`config.mk`:
```
export PLATFORM = sky130hd
export DESIGN_NAME = argmax_stream_sequencer
export DESIGN_NICKNAME = d
export VERILOG_FILES = /design/src/rtl/argmax_pkg.sv /design/src/rtl/argmax_stream_sequencer.sv
export SDC_FILE = /design/constraint.sdc
export NUM_CORES = 1
export LEC_CHECK = 0
export BUFFER_PORTS_ARGS = -buffer_cell sky130_fd_sc_hd__buf_2
export CORE_ASPECT_RATIO = 0.5
export CORE_MARGIN = 2
export CORE_UTILIZATION = 42
export DETAILED_ROUTE_END_ITERATION = 6
export GPL_ROUTABILITY_DRIVEN = 0
export HOLD_SLACK_MARGIN = 0.08
export PLACE_DENSITY_LB_ADDON = 0.08
export SETUP_SLACK_MARGIN = 0.2
export SLEW_MARGIN = 20
export SYNTH_ARGS = -nofsm -noshare
export SYNTH_HDL_FRONTEND = slang
export SYNTH_SLANG_ARGS = --single-unit
export TNS_END_PERCENT = 30
```
`constraint.sdc`:
```
create_clock -name clk -period 2.1 [get_ports clk]
set_input_delay 0.105 -clock clk [delete_from_list [all_inputs] [get_ports clk]]
set_output_delay 0.105 -clock clk [all_outputs]
set_load 0.01 [all_outputs]
```
`src/rtl/argmax_pkg.sv`:
```
// Shared constants, instruction encoder and sequencer state type for the
// rv32i_rtype_argmax accelerator and its stream sequencer.
package argmax_pkg;

    localparam logic [6:0] OPCODE_RTYPE = 7'h33;
    localparam logic [6:0] FUNCT7_AM    = 7'h05;
    localparam logic [4:0] AM_RD        = 5'd1;

    localparam logic [2:0] AM_XWR   = 3'b000;
    localparam logic [2:0] AM_START = 3'b001;
    localparam logic [2:0] AM_STAT  = 3'b010;
    localparam logic [2:0] AM_RIDX  = 3'b011;
    localparam logic [2:0] AM_RMAX  = 3'b100;

    typedef enum logic [2:0] {
        ST_IDLE,
        ST_LOAD,
        ST_START,
        ST_WAIT,
        ST_RIDX,
        ST_RMAX,
        ST_OUT
    } state_t;

    // R-type word: funct7 | rs2 | rs1 | funct3 | rd | opcode
    function automatic logic [31:0] am_encode(input logic [2:0] funct3);
        return {FUNCT7_AM, 5'd0, 5'd0, funct3, AM_RD, OPCODE_RTYPE};
    endfunction

endpackage

```
`src/rtl/argmax_stream_sequencer.sv`:
```
// Streams fp32 logit rows into the argmax accelerator, starts it, reads back
// the index/max result and presents one {row, idx, max} result per row.
module argmax_stream_sequencer
    import argmax_pkg::*;
#(
    parameter int M     = 8,
    parameter int N     = 8,
    parameter int ROW_W = (M <= 1) ? 1 : $clog2(M),
    parameter int COL_W = (N <= 1) ? 1 : $clog2(N)
) (
    input  logic             clk,
    input  logic             rst,
    input  logic             en,
    input  logic             s_valid,
    output logic             s_ready,
    input  logic [31:0]      s_data,
    input  logic             s_last,
    output logic             m_valid,
    input  logic             m_ready,
    output logic [ROW_W-1:0] m_row,
    output logic [COL_W-1:0] m_idx,
    output logic [31:0]      m_max,
    output logic             err_len,
    output logic [15:0]      rows_done,
    output logic             am_instr_valid,
    input  logic             am_instr_ready,
    output logic [31:0]      am_instr,
    output logic [31:0]      am_rs1_val,
    output logic [31:0]      am_rs2_val,
    output logic [4:0]       am_rd_addr,
    input  logic             am_rd_we,
    input  logic [31:0]      am_rd_wdata,
    input  logic             am_busy,
    input  logic             am_done
);

    state_t           state;
    logic [ROW_W-1:0] row;
    logic [COL_W-1:0] col;
    logic             col_last;
    logic             beat;
    logic             rd_take;

    assign col_last   = (col == COL_W'(N - 1));
    // The busy term never masks a legal beat: the core is idle whenever LOAD is active.
    assign s_ready    = (state == ST_LOAD) && am_instr_ready && !am_busy;
    assign beat       = s_valid && s_ready;
    assign rd_take    = am_instr_ready && am_rd_we;
    assign am_rd_addr = AM_RD;

    // Instruction fields depend only on state and the held stream beat, so a
    // stalled instruction keeps identical fields until it is accepted.
    always_comb begin
        am_instr_valid = 1'b0;
        am_instr       = '0;
        am_rs1_val     = '0;
        am_rs2_val     = '0;
        case (state)
            ST_LOAD: begin
                am_instr_valid = s_valid && !am_busy;
                am_instr       = am_encode(AM_XWR);
                am_rs1_val     = 32'({row, col});
                am_rs2_val     = s_data;
            end
            ST_START: begin
                am_instr_valid = 1'b1;
                am_instr       = am_encode(AM_START);
                am_rs1_val     = 32'(row);
            end
            ST_RIDX: begin
                am_instr_valid = 1'b1;
                am_instr       = am_encode(AM_RIDX);
            end
            ST_RMAX: begin
                am_instr_valid = 1'b1;
                am_instr       = am_encode(AM_RMAX);
            end
            default: ;
        endcase
    end

    always_ff @(posedge clk) begin
        if (rst) begin
            state     <= ST_IDLE;
            row       <= '0;
            col       <= '0;
            m_valid   <= 1'b0;
            m_row     <= '0;
            m_idx     <= '0;
            m_max     <= '0;
            err_len   <= 1'b0;
            rows_done <= '0;
        end else begin
            case (state)
                ST_IDLE: begin
                    if (en) state <= ST_LOAD;
                end
                ST_LOAD: begin
                    if (beat) begin
                        // Framing comes from the column count; s_last is only audited.
                        if (s_last != col_last) err_len <= 1'b1;
                        if (col_last) begin
                            col   <= '0;
                            state <= ST_START;
                        end else begin
                            col <= col + 1'b1;
                        end
                    end
                end
                ST_START: begin
                    if (am_instr_ready) state <= ST_WAIT;
                end
                ST_WAIT: begin
                    if (am_done) state <= ST_RIDX;
                end
                ST_RIDX: begin
                    if (rd_take) begin
                        m_idx <= am_rd_wdata[COL_W-1:0];
                        state <= ST_RMAX;
                    end
                end
                ST_RMAX: begin
                    if (rd_take) begin
                        m_max   <= am_rd_wdata;
                        m_row   <= row;
                        m_valid <= 1'b1;
                        state   <= ST_OUT;
                    end
                end
                ST_OUT: begin
                    if (m_ready) begin
                        m_valid   <= 1'b0;
                        rows_done <= rows_done + 16'd1;
                        row       <= (row == ROW_W'(M - 1)) ? '0 : row + 1'b1;
                        state     <= en ? ST_LOAD : ST_IDLE;
                    end
                end
                default: state <= ST_IDLE;
            endcase
        end
    end

endmodule

```
Word level (Yosys, flattened, before mapping)

Cells that the tools add are included.

Register bits after elaboration: 65
Input port bits: 74
Output and inout port bits: 159

Mux-type cells: 19
Eq/ne operators: 17
Reductions and logical operators: 16
$add $sub $neg: 3

Operators by type and width:

| kind                                           | count |
|---|---|
| case mux 28 bit (4 select lines)               | 1 |
| 2-to-1 mux 32 bit                              | 1 |
| 2-to-1 mux 3 bit                               | 10 |
| case mux 3 bit (7 select lines)                | 1 |
| adder 16 x 1 -> 16 bit (second input constant) | 1 |
| inequality test 2 bit (second input constant)  | 8 |
| == test 3 bit (second input constant)          | 5 |
| case mux 6 bit (2 select lines)                | 1 |
| AND reduction 2 bit                            | 4 |
| AND reduction 8 bit                            | 1 |
| adder 3 x 1 -> 3 bit (second input constant)   | 2 |
| == test 3 x 2 -> 1 bit (second input constant) | 2 |
| AND reduction 3 bit                            | 2 |
| logical AND 1 bit                              | 5 |
| case mux 1 bit (2 select lines)                | 2 |
| == test 3 x 1 -> 1 bit (second input constant) | 1 |
| logical NOT 3 bit                              | 1 |
| 2-to-1 mux 1 bit                               | 3 |
| OR reduction 3 bit                             | 1 |
| nonzero test 2 bit                             | 1 |
| logical NOT 1 bit                              | 1 |
| inequality test 1 bit                          | 1 |

Longest topological paths before layout

Gate-level depths: netlist of run 1.

Depth after elaboration: 6
Depth in mapped cells: 7

Worst setup path before layout of run 1

Ideal clock, no wire load.

Path kind: flip-flop to flip-flop
Start point: register rows_done[3]
End point: register rows_done[13]
Slack: 0.488 ns
Path buffers: 1
Stages on the path, launching flop included: 6
Arrival: 1.492 ns
Cells stage by stage: dfxtp_1 -> and3_1 -> nand3_1 -> clkbuf_1 -> nor3_1 -> mux2_2

Word-level cells in the longest chain between the ends: 1

Ends and longest elaborated chain:

| element                | RTL line                       | text |
|---|---|---|
| from (decl)            | argmax_stream_sequencer.sv:24  | `output logic [15:0] rows_done,` |
| from (signal assigned) | argmax_stream_sequencer.sv:133 | `rows_done <= rows_done + 16'd1;` |
| adder 16 x 1 -> 16 bit | argmax_stream_sequencer.sv:133 |  |

Every way passes these cells.
A chain may end at the register's enable or synchronous reset.

Worst setup path in the final report of run 1

Start point: register state[1]
End point: output am_rs1_val[0]

Word-level cells in the longest chain between the ends: 2
Elaborated cells between the ends (all ways): 3

Ends and longest elaborated chain:

| element                                                                 | RTL line                       | text |
|---|---|---|
| from (decl)                                                             | argmax_stream_sequencer.sv:37  | `state_t state;` |
| from (signal assigned)                                                  | argmax_stream_sequencer.sv:135 | `state <= en ? ST_LOAD : ST_IDLE;` |
| == test 3 x 2 -> 1 bit / == test 3 x 1 -> 1 bit (equally long branches) | argmax_stream_sequencer.sv:58  | `case (state)` |
| case mux 6 bit (2 select lines) (*)                                     | argmax_stream_sequencer.sv:58  |  |
| to (decl)                                                               | argmax_stream_sequencer.sv:28  | `output logic [31:0] am_rs1_val,` |

Mark *: on every way between the ends. The rest lies on a longest branch, timed or not.

==> results of run 1 <==
==> synthesized netlist by cell type, types with 2 or more instances <==
| master | instances | share of area, % |
|---|---|---|
| sky130_fd_sc_hd__and2_1 | 35 | 6.4 |
| sky130_fd_sc_hd__and3_1 | 3 | 0.54 |
| sky130_fd_sc_hd__clkbuf_1 | 19 | 2.1 |
| sky130_fd_sc_hd__xnor2_1 | 3 | 0.76 |
| sky130_fd_sc_hd__conb_1 | 2 | 0.22 |
| sky130_fd_sc_hd__buf_2 | 5 | 0.73 |
| sky130_fd_sc_hd__nor2b_1 | 6 | 1.1 |
| sky130_fd_sc_hd__nor2_1 | 26 | 2.8 |
| sky130_fd_sc_hd__a21oi_1 | 46 | 6.7 |
| sky130_fd_sc_hd__mux2i_1 | 7 | 2.0 |
| sky130_fd_sc_hd__nand2b_1 | 2 | 0.36 |
| sky130_fd_sc_hd__or3_1 | 3 | 0.54 |
| sky130_fd_sc_hd__inv_1 | 2 | 0.22 |
| sky130_fd_sc_hd__nand4b_1 | 2 | 0.51 |
| sky130_fd_sc_hd__o211ai_1 | 2 | 0.44 |
| sky130_fd_sc_hd__nor3_1 | 7 | 1.0 |
| sky130_fd_sc_hd__o21ba_2 | 2 | 0.58 |
| sky130_fd_sc_hd__nand3_1 | 4 | 0.58 |
| sky130_fd_sc_hd__a22oi_1 | 5 | 1.1 |
| sky130_fd_sc_hd__mux2_2 | 2 | 0.65 |
| sky130_fd_sc_hd__buf_4 | 60 | 13 |
| sky130_fd_sc_hd__dfxtp_1 | 65 | 38 |
| sky130_fd_sc_hd__o31ai_1 | 3 | 0.65 |
| sky130_fd_sc_hd__nand4_1 | 8 | 1.5 |
| sky130_fd_sc_hd__o21ai_0 | 5 | 0.73 |
| sky130_fd_sc_hd__xor2_1 | 7 | 1.8 |
| sky130_fd_sc_hd__ha_1 | 5 | 1.8 |
| sky130_fd_sc_hd__nand2_1 | 86 | 9.4 |
| sky130_fd_sc_hd__or4_1 | 3 | 0.65 |
==> worst max-delay path, delay by kind of cell (launching register included) <==
kind	cells	cell delay, ns
buf+inv	2	0.37
simple gates	2	0.56
flops	1	0.32
compound gates	1	0.17
==> where the power goes <==
part	leakage (nW)	total [W]	switching [W]	internal, W
sequential	0.524	0.00126	0.0000123	0.00124
clock	0.142	0.00148	0.000532	0.000946
combinational	1.76	0.000786	0.000421	0.000365
total	2.42	0.00352	0.000966	0.00256
==> path summary, 6_finish.rpt <==
path                            cells past startpoint             to
worst max-delay path                                5  am_rs1_val[0]
worst min-delay path                                3       state[2]
worst max register to register                      4  rows_done[12]
worst min register to register                      2      m_max[16]
==> per-layer routing <==
metal	vias to the layer above	part of all wire (%)	GRT usage (%)
li1	1736	-	-
met1	1552	46	25.8
met2	127	46	31.8
met3	8	6.9	6.74
met4	0	1.0	8.15
met5	-	0	0
==> sequential cells by signal (all words and copies together), names as in the netlist <==
register   count
rows_done     16
m_valid        1
row            3
err_len        1
m_max         32
m_idx          3
state          3
m_row          3
col            3
==> final cells by class <==
cell class | count | share of cell area, %
Inverter | 3 | 0.231
Timing Repair Buffer | 224 | 27.5
Sequential cell | 65 | 26.7
Multi-Input combinational cell | 335 | 36.6
Tap cell | 112 | 2.87
Clock inverter | 5 | 1.13
Clock buffer | 11 | 4.97
==> cells by family after synthesis <==
kind of cell | synth area share, %
adder cells (fa/ha/maj) | 1.82
buffers and inverters | 16.3
other | 0.218
AO/OA/AOI/OAI | 11.7
multiplexers | 2.69
XOR/XNOR | 2.54
AND/OR/NAND/NOR | 27.0
flip-flops | 37.8
==> what timing repair did <==
action,4_1_cts,5_1_grt
resized for setup,2,1
setup buffers,1,0
hold buffers,33,0
endpoints found under the setup margin,1,6
endpoints found under the hold margin,36,0
==> metrics by stage <==
step                utilization, %  hold WS (ns)  std cells
floorplan                        -         0.241        488
global placement              53.1         0.349        705
detailed placement            53.1         0.351        705
CTS                           61.2         0.104        755
global route                  61.2         0.128        755
finish                        61.2         0.123        755
==> impl.org, run 1 <==
** Synth
- Synth unique cells :: 41
- For this run, the register share of the synthesized area comes to 37.8%.
- Summing every instance area after synthesis gives 3440 um^2.
- The synthesized design contains 0 enable-type register cells.
- Number of standard cells after synthesis :: 437
- Yosys printed 0 warnings.
- Flops & latches, synth :: 65
- Among all flip-flop cells after synthesis, the most frequent one is sky130_fd_sc_hd__dfxtp_1.
- In the synthesized netlist the async set-or-reset flop fraction comes to 0%.
- The average instance in the mapped netlist occupies roughly 7.9 um^2.

** Final layout
- The finished cells cover 4880 um^2.
- Of the cells placed in the final design, the portion with a size suffix greater than 1 is 33.6%.
- Area of the multi-input gates :: 1790 um^2
- Counting the fill cells in the layout gives 725.
- Leaving out fill and tap cells, the most frequent cells in the layout are 179 x sky130_fd_sc_hd__buf_2, 86 x sky130_fd_sc_hd__nand2_1, 64 x sky130_fd_sc_hd__dfxtp_1.
- Commonest non-fill, non-tap cell in the layout :: sky130_fd_sc_hd__buf_2
- Number of antenna repair diodes :: 0
- Sequential Area :: 1300 um^2
- Number of nets at the end of the flow :: 717
- Relative to the synthesized area, the layout overhead comes to 41.7%.

** Clocking
- Clock sink total :: 65
- Buffers from clock root to sink, at most :: 2
- Clock-pin slew was measured on the worst setup and hold paths at ~0.050 ns.
- The number of clock buffers added by TritonCTS is 9.
- For the worst-skew pair, the clock arrives at the later sink with an insertion delay of between 0.3 and 0.4 ns.
- CTS built an H-tree with a depth of 3.
- Clock root buffer master :: sky130_fd_sc_hd__clkbuf_16
- Clock tree from TritonCTS :: built

** Drt
- The detailed router finished its first iteration with around 170 violations.
- Once detail routing completed, the nets flagged for antenna violations numbered 0.
- In the final routed layout, each cell accounts on average for 12.5 um.
- Before antenna repair, the detailed router went through 5 iterations.
- Post-detailed-route DRC marker count :: 0
- For this block, the via count after detailed routing is approximately 3.4k.
- Summed over all layers, the routed wires come to 9.47 mm.
- Via count normalized by instance count :: 4.53

** Placement
- IO buf count :: approximately 180
- At the placement stage, the worst setup path has a slack of 0.358 ns.
- The placed instances occupy a cell area of 4230 um^2.
- After legalization and detailed placement, the total HPWL measured around 6.7 mm.

** Pwr
- IR analysis of the VDD net gives a maximum drop of 0.434 mV.
- Dividing total power by cell area gives a power density of 722 nW/um^2.
- In this run the static leakage power is 2.42 nW.
- Total power :: 0.00352 W

** Global routing
- The initial antenna violation count was 0.
- First-pass GRT wire length :: 14.4 mm
- Aggregate global-route resource usage :: about a fifth
- Overflow left after global routing :: 0
- Pin count of the biggest net entering global routing :: 38
- Via count of the first global-routing pass :: about 2.9k

** Worst setup path
- Along the worst path, the maximum fanout reaches 14.
- Critical path startpoint category :: flop
- The critical path starts at state[1].
- For this run, the slowest stage of the critical path takes 0.38 ns.
- Critical setup path kind :: flop to output port
- Worst-path cell with the longest stage delay :: sky130_fd_sc_hd__nor2b_1
- Crit path arrival time :: 1.74 ns
- Setup slack on the worst reg-to-reg path comes out at 0.40 ns.
- Traced cell by cell, the critical path runs through buf_4, nor2b_1, a22oi_1, nor2_1, buf_2.
- Worst EP required :: 2.00 ns
- Endpoint type of the worst setup path :: output port
- Worst reg2reg startpoint :: state[2]

** Floorplanning
- Once the floorplan was initialized, standard cells occupied between 40% and 50% of the core.
- Y dimension of the die :: around 68 um
- In this run the core area contains 23 standard-cell rows.
- Die Footprint :: 8990 um^2
- Number of top-level pins :: 233
- After floorplanning, the core was sized to cover ~8000 um^2.
- The die is 132 um wide.

** Job
- Max-capacitance violation count :: 0

** Timing
- Final Slew Violations :: 0
- Adding up every negative setup slack in the final design gives 0 ns.
- The worst path in the final design needs a cycle of 1.84 ns, including I/O delays and setup.
- The clock arrives with 0.00941 ns of skew.
- Of the available clock period, the critical path in the final layout requires 87.8%.
- The final number of hold-violating endpoints was 0.
- Worst relative slew slack :: 65.1%
- Setup violations remaining at the end of the flow were counted as 0.
- Setup repair after global routing could not meet its margin everywhere.
- Maximum clock frequency :: approximately 0.54 GHz
- Pin slew with the least headroom to its limit :: 0.524 ns
- In the post-route analysis, the smallest setup slack over all paths is 0.256 ns.

** Min path
- Worst hold-check path type :: input pin to flop
- In this run the most critical hold path is launched from am_done.

** Outcome
- The flow ran to the end, and the final reports show no timing, DRC or antenna violations.
Power figures use the tool's default switching activity.
==> run 2, diff against run 1 <==
HOLD_SLACK_MARGIN = 0.15   (was 0.08)
RECOVER_POWER = 100   (was unset)
==> run 2 against run 1 <==
Die area did not move. First-iteration DRC count fell by 2.3%. Sequential cell count did not move. Critical path depth did not move. Sequential share of layout area rose by 0.86 points. Non-clock buffer count rose by 1. Register-to-register slack got worse by 0.12 ns. Worst hold slack improved by 0.070 ns. Power fell by 0.94%. Count of clock-buffer cells in the layout did not move. Clock power barely moved. Critical endpoint unchanged. Largest cell class unchanged. Largest power group unchanged.
==> impl.org, run 2 (synthesized netlist as in run 1, its figures left out) <==
** Global routing
- Global routing met2 resource utilization :: 31.8% (unchanged)
- The global-route wire length before repair is 14.4 mm (about the same).
- Pin count of the biggest net entering global routing :: 38 (unchanged)
- In this run the most used layer during global routing was met2.
- Overflow left after global routing :: 0 (unchanged)
- The met1 track demand over resource came to 25.9% (+0.045 points).
- Initial antenna violation count :: 0 (unchanged)
- Met3 Use GR :: 6.74% (unchanged)
- The total track usage was 20.2% (about the same).
- The via count of the first global-routing pass was 2914 (+0.17%).

** Clocking
- The total number of clock tree sinks is 65 (unchanged).
- H-tree depth :: 3 (unchanged)
- Clock root buffer master :: sky130_fd_sc_hd__clkbuf_16
- Clock tree from TritonCTS :: built
- Clock Pin Slew Worst Setup and Hold Paths :: 0.05 ns (about the same)
- Buffers from clock root to sink, at most :: 2 (unchanged)
- The clock network latency to the later pin of the worst-skew pair came to 0.33 ns (about the same).
- Number of buffers created by CTS :: 9 (unchanged)

** Final layout
- The post-route core utilization is 59.3% (-1.9 points).
- The number of nets in the layout was 718 (+0.14%).
- Area of the multi-input gates :: 1770 um^2 (-0.98%)
- Compared with the post-synthesis result, the final layout area differs by 37.3%.
- The top cell types in the final layout, fill and taps aside, are 103 x sky130_fd_sc_hd__clkbuf_1, 86 x sky130_fd_sc_hd__nand2_1, 79 x sky130_fd_sc_hd__buf_2.
- Share of final-layout standard cells stronger than drive strength 1 :: 17.4% (-16 points)
- The antenna cell count was 0 (unchanged).
- The largest registers in the layout are m_max x32, rows_done x16.
- The area of all placed cells without fillers is 4730 um^2 (-3.1%).
- Sequential Area :: 1300 um^2 (unchanged)
- Fillcell total :: 778 (+7.3%)
- m_max holds more flip-flops than any other register.
- The library cell used most frequently in the layout, excluding fill and tap cells, is sky130_fd_sc_hd__clkbuf_1.
- The flip-flop count of the largest register, all copies and words added was 32 (unchanged).

** Placement
- Post-detail-place hpwl :: 6.71 mm (unchanged)
- The count of buffers from port buffering was 179 (unchanged).
- The instance area at placement is 4230 um^2 (unchanged).

** Worst setup path
- Setup slack of the worst register-to-register path :: 0.28 ns (-0.12 ns)
- The setup path with the least slack is of type flop to output port.
- Crit path arrival time :: 1.78 ns (+0.04 ns)
- Cell class contributing the biggest share of worst-path delay :: simple AND/OR/NAND/NOR gates
- Critical path startpoint category :: flop
- The required time of the worst setup path came to 2.00 ns (about the same).
- Longest individual stage delay on the worst path :: 0.39 ns (about the same)
- Crit path buf inv count :: 2 (unchanged)
- Walking the worst path, the cells encountered are buf_4, nor2b_1, a22oi_1, nor2_1, clkbuf_1.
- Endpoint type of the worst setup path :: output port
- Worst-path cell with the longest stage delay :: sky130_fd_sc_hd__nor2b_1
- Maximum net fanout on the critical path :: 14 (unchanged)

** Timing
- The clock skew after layout was 0.0118 ns (+0.00241 ns).
- The transition time at the pin with the least slew margin came to 0.531 ns (+0.00679 ns).
- Maximum clock frequency :: 0.529 GHz (-2.4%)
- Final TNS setup :: 0 ns (unchanged)
- The max-slew headroom at the worst pin is 64.6% (-0.45 points).
- Final Slew Violations :: 0 (unchanged)
- Post-route clock period utilization :: 90.0% (+2.2 points)
- The final period demand of the worst path is 1.89 ns (+0.0457 ns).
- Setup violations, final :: 0 (unchanged)
- Final Hold Violating Endpoints :: 0 (unchanged)
- Setup repair after global routing could not meet its margin everywhere.

** Job
- The count of maximum capacitance violations came to 0 (unchanged).

** Drt
- The routed length per placed instance was 12.6 um (+0.62%).
- The total number of vias came to 3431 (+0.23%).
- The total length of routed wires was 9.54 mm (+0.75%).
- The antenna violation net count after detailed routing is 0 (unchanged).
- Via count normalized by instance count :: 4.54 (+0.10%)
- Post-detailed-route DRC marker count :: 0 (unchanged)
- The number of optimization iterations in the first detailed-route pass is 4 (-1).
- Starting DRC count in detailed routing :: 168 (-2.3%)

** Pwr
- The total power after layout came to 0.00349 W (-0.94%).
- Total power density per cell area :: 738 nW/um^2 (+2.3%)
- The worst IR drop on VDD is 0.444 mV (+2.4%).
- Pleak :: 1.99 nW (-18%)

** Floorplanning
- Row Count :: 23 (unchanged)
- Initial Util :: 43.2% (unchanged)
- The height of the die was 68.0 um (unchanged).
- Die Footprint :: 8990 um^2 (unchanged)
- Number of top-level pins :: 233 (unchanged)
- The width of the die came to 132 um (unchanged).
- Core Area :: 7970 um^2 (unchanged)

** Min path
- Worst hold-check path type :: input pin to flop

** Outcome
- The run finished with clean final reports.
-- run 2: worst min-delay path: stages --
cell	delay [ns]
sky130_fd_sc_hd__buf_2	0.17
sky130_fd_sc_hd__a41oi_1	0.13
sky130_fd_sc_hd__nor2_1	0.07
-- run 2: metrics by stage --
step / setup WS (ns) / cells / hold slack, ns
after floorplan: 0.488 / 488 / 0.241
after detailed placement: 0.358 / 705 / 0.351
final: 0.211 / 756 / 0.192
after CTS: 0.242 / 756 / 0.174
after global routing: 0.0815 / 756 / 0.214
after global placement: 0.395 / 705 / 0.349
-- run 2: worst paths after layout --
kind / from / endpoint / depth (start not counted)
setup reg to reg: state[2] / m_max[30] / 6
setup / recovery: state[1] / am_rs1_val[0] / 5
hold reg to reg: m_max[16] / m_max[16] / 2
hold / removal: am_instr_ready / err_len / 3
-- run 2: final cells by class --
cell class,instances,share of cell area (%)
well taps,112,2.96
clock inverters,5,1.16
repair buffers,225,25.5
clock buffers,11,5.13
inverters,3,0.238
multi-input cells,335,37.4
flip-flops and latches,65,27.5
-- run 2: per-layer routing --
layer,routed length (um),up-vias
met2,4260,134
met4,125,0
met1,4480,1548
li1,-,1738
met5,0,-
met3,677,11
-- run 2: timing repair --
action	in CTS	in global routing
gates resized for setup	2	1
endpoints found under the hold margin	37	0
hold buffers	34	0
endpoints found under the setup margin	1	6
gates cloned	0	0
setup buffers	1	0
pin swaps	0	0
-- run 2: where the power goes --
part / internal (W) / total, W / switching (W) / leakage, nW
Sequential: 0.00124 / 0.00126 / 0.0000123 / 0.524
Clock: 0.000946 / 0.00148 / 0.000534 / 0.142
Combinational: 0.000323 / 0.000752 / 0.000429 / 1.32
Total: 0.00251 / 0.00349 / 0.000975 / 1.99
==> run 3, diff against run 2 <==
PLACE_DENSITY_LB_ADDON = 0.15   (was 0.08)
==> run 3 against run 2 <==
Register-to-register slack about the same. Setup slack improved by 0.0048 ns. Critical path type unchanged. Routed wire length increased by 3.1%. Highest routed layer unchanged. Largest power group unchanged. Power up 1.6%. Die area is the same. Maximum frequency rose by 0.26%. Clock skew decreased by 0.0095 ns. Combinational power increased by 9.7%. Global-route usage decreased by 0.23 points. Sequential share of layout area down 0.37 points.
==> impl.org, run 3 (synthesized netlist as in run 1, its figures left out) <==
** Pwr
- The leakage power of the design came to 2.12 nW (+7.0%).
- The worst IR drop on VDD was 0.404 mV (-9.1%).
- The power per cell area came to 740 nW/um^2 (+0.28%).

** Global routing
- Overflow left after global routing :: 0 (unchanged)
- Initial antenna violation count :: 0 (unchanged)
- First-pass GRT wire length :: 14.3 mm (-0.62%)
- Pin count of the biggest net entering global routing :: 38 (unchanged)
- The total track usage is 19.9% (-0.23 points).
- Via count of the first global-routing pass :: 2884 (-1.0%)

** Worst setup path
- The slowest stage of the critical path belongs to the cell sky130_fd_sc_hd__dfxtp_2.
- The critical path goes through buf_6, nor3b_4, clkbuf_4, buf_6, and2_1, buf_2.
- Endpoint type of the worst setup path :: output port
- The worst setup path is launched from a flop.
- Worst EP required :: 2.00 ns (about the same)
- Critical setup path kind :: flop to output port
- Crit path arrival time :: 1.78 ns (about the same)
- Longest individual stage delay on the worst path :: 0.37 ns (-0.02 ns)
- In this design, the critical path's most frequently occurring cell is sky130_fd_sc_hd__buf_6.
- Maximum net fanout on the critical path :: 11 (-3)

** Timing
- Unrepaired setup endpoints after global routing :: false
- Post-route clock period utilization :: 89.7% (-0.23 points)
- Worst relative slew slack :: 63.3% (-1.3 points)
- Maximum clock frequency :: 0.531 GHz (+0.26%)
- The final number of hold-violating endpoints came to 0 (unchanged).
- Final Hold Slack :: 0.183 ns (-0.00880 ns)
- Worst setup skew after layout :: 0.00236 ns (-0.00945 ns)
- The final period demand of the worst path came to 1.88 ns (-0.00483 ns).
- Final Slew Violations :: 0 (unchanged)
- Final TNS setup :: 0 ns (unchanged)
- The transition time at the pin with the least slew margin is 0.551 ns (+0.0201 ns).
- Setup violations, final :: 0 (unchanged)

** Final layout
- Fillcell total :: 760 (-2.3%)
- The number of nets in the layout is 721 (+0.42%).
- Area of the multi-input gates :: 1780 um^2 (+0.71%)
- Number of antenna repair diodes :: 0 (unchanged)
- Number of non-filler instances in the completed layout :: 759 (+0.40%)
- Synth-to-layout area growth :: 39.1%
- Finished Cell Area :: 4790 um^2 (+1.3%)
- The flip-flop count of the largest register, all copies and words added came to 32 (unchanged).
- The area taken by flip-flops and latches was 1300 um^2 (unchanged).
- Commonest non-fill, non-tap cells in the layout :: 108 x sky130_fd_sc_hd__buf_2, 86 x sky130_fd_sc_hd__nand2_1, 75 x sky130_fd_sc_hd__clkbuf_1
- Register name with the most flops :: m_max
- The proportion of layout cells with a drive suffix above 1 was 22.1% (+4.7 points).
- Top Registers :: m_max x32, rows_done x16
- Leaving out fill and tap cells, the most frequent cell in the layout is sky130_fd_sc_hd__buf_2.

** Floorplanning
- Die Footprint :: 8990 um^2 (unchanged)
- Core Area :: 7970 um^2 (unchanged)
- The width of the die was 132 um (unchanged).
- The boundary pin count came to 233 (unchanged).
- Initial Util :: 43.2% (unchanged)
- The site row count was 23 (unchanged).
- Y dimension of the die :: 68.0 um (unchanged)

** Clocking
- H-tree depth :: 3 (unchanged)
- The clock network latency to the later pin of the worst-skew pair is 0.33 ns (about the same).
- The total number of clock tree sinks was 65 (unchanged).
- The clock-pin transition on the worst setup and hold timing paths came to 0.05 ns (about the same).
- The number of buffers added by the clock tree synthesis step came to 9 (unchanged).
- The root buffer cell chosen for the clock tree is sky130_fd_sc_hd__clkbuf_16.
- Buffers from clock root to sink, at most :: 2 (unchanged)
- Clock tree from TritonCTS :: built

** Drt
- Via count normalized by instance count :: 4.58 (+1.0%)
- The number of optimization iterations in the first detailed-route pass was 7 (+3).
- Starting DRC count in detailed routing :: 172 (+2.4%)
- The routed length per placed instance came to 13.0 um (+2.7%).
- Total length of routed wires :: 9.83 mm (+3.1%)
- The total number of vias was 3480 (+1.4%).
- The antenna violation net count after detailed routing came to 0 (unchanged).
- The DRC violation count after routing is 0 (unchanged).

** Min path
- The path class of the tightest hold or removal check is input pin to flop.

** Placement
- The post-detailed-placement half-perimeter wirelength was 6.69 mm (-0.25%).
- IO buf count :: 179 (unchanged)
- Placed inst area :: 4210 um^2 (-0.47%)
- The number of placed instances with taps included was 704 (-0.14%).

** Job
- The count of maximum capacitance violations came to 0 (unchanged).

** Outcome
- The flow ran to the end, and the final reports show no timing, DRC or antenna violations.
==> run 3: changes by cell type in the layout (fill, tap and decap cells not counted), moves of 2 or more <==
| cell | delta |
|---|---|
| sky130_fd_sc_hd__clkbuf_1 | -28 |
| sky130_fd_sc_hd__buf_2 | +29 |
| sky130_fd_sc_hd__buf_6 | +3 |
| sky130_fd_sc_hd__clkinvlp_4 | -2 |
==> run 3: power by group <==
part	leakage, nW	switching [W]	internal [W]
registers	0.524	0.0000132	0.00125
clock network	0.144	0.000515	0.000947
logic	1.46	0.000453	0.000372
==> run 3: path summary, 6_finish.rpt <==
| check | from | to | slack [ns] | depth (start not counted) |
|---|---|---|---|---|
| max | state[0] | am_rs2_val[2] | 0.22 | 6 |
| min reg2reg | m_max[3] | m_max[3] | 0.45 | 2 |
| min | am_instr_ready | err_len | 0.18 | 3 |
| max reg2reg | rows_done[3] | rows_done[12] | 0.29 | 4 |
==> run 3: what timing repair did <==
| item | in CTS | in global routing |
|---|---|---|
| pin swaps | 0 | 1 |
| gates resized for setup | 1 | 7 |
| setup endpoints to repair | 3 | 41 |
| hold endpoints to repair | 37 | 0 |
| hold buffers | 34 | 0 |
| cloned | 0 | 2 |
| buffers inserted | 0 | 3 |
==> run 3: per-layer routing <==
metal | wire length (um) | vias to the layer above | GRT usage [%]
met5 | 0 | - | 0
met4 | 102 | 0 | 6.66
met3 | 608 | 8 | 6.37
met2 | 4580 | 132 | 32.7
met1 | 4540 | 1596 | 25.3
li1 | - | 1744 | -
==> run 3: layout make-up <==
class,instances,area share [%]
inverter,3,0.235
timing repair buffer,228,26.4
clock buffer,13,5.22
multi-input combinational,335,37.2
sequential,65,27.2
tap,112,2.92
clock inverter,3,0.836
==> run 3: stage by stage <==
stage	util, %	power [W]	worst slack (ns)
4_1_cts	60.8	0.00351	0.228
5_1_grt	60.1	0.00370	0.111
2_1_floorplan	-	0.00183	0.488
3_5_place_dp	52.8	0.00198	0.371
3_3_place_gp	52.8	0.00198	0.388
6_report	60.1	0.00355	0.215
==> run 3: worst max-delay path, delay by kind of cell, from the launching register on <==
kind	cells	cell delay, ns
buffers and inverters	4	0.61
flip-flops	1	0.37
AND/OR/NAND/NOR	2	0.46
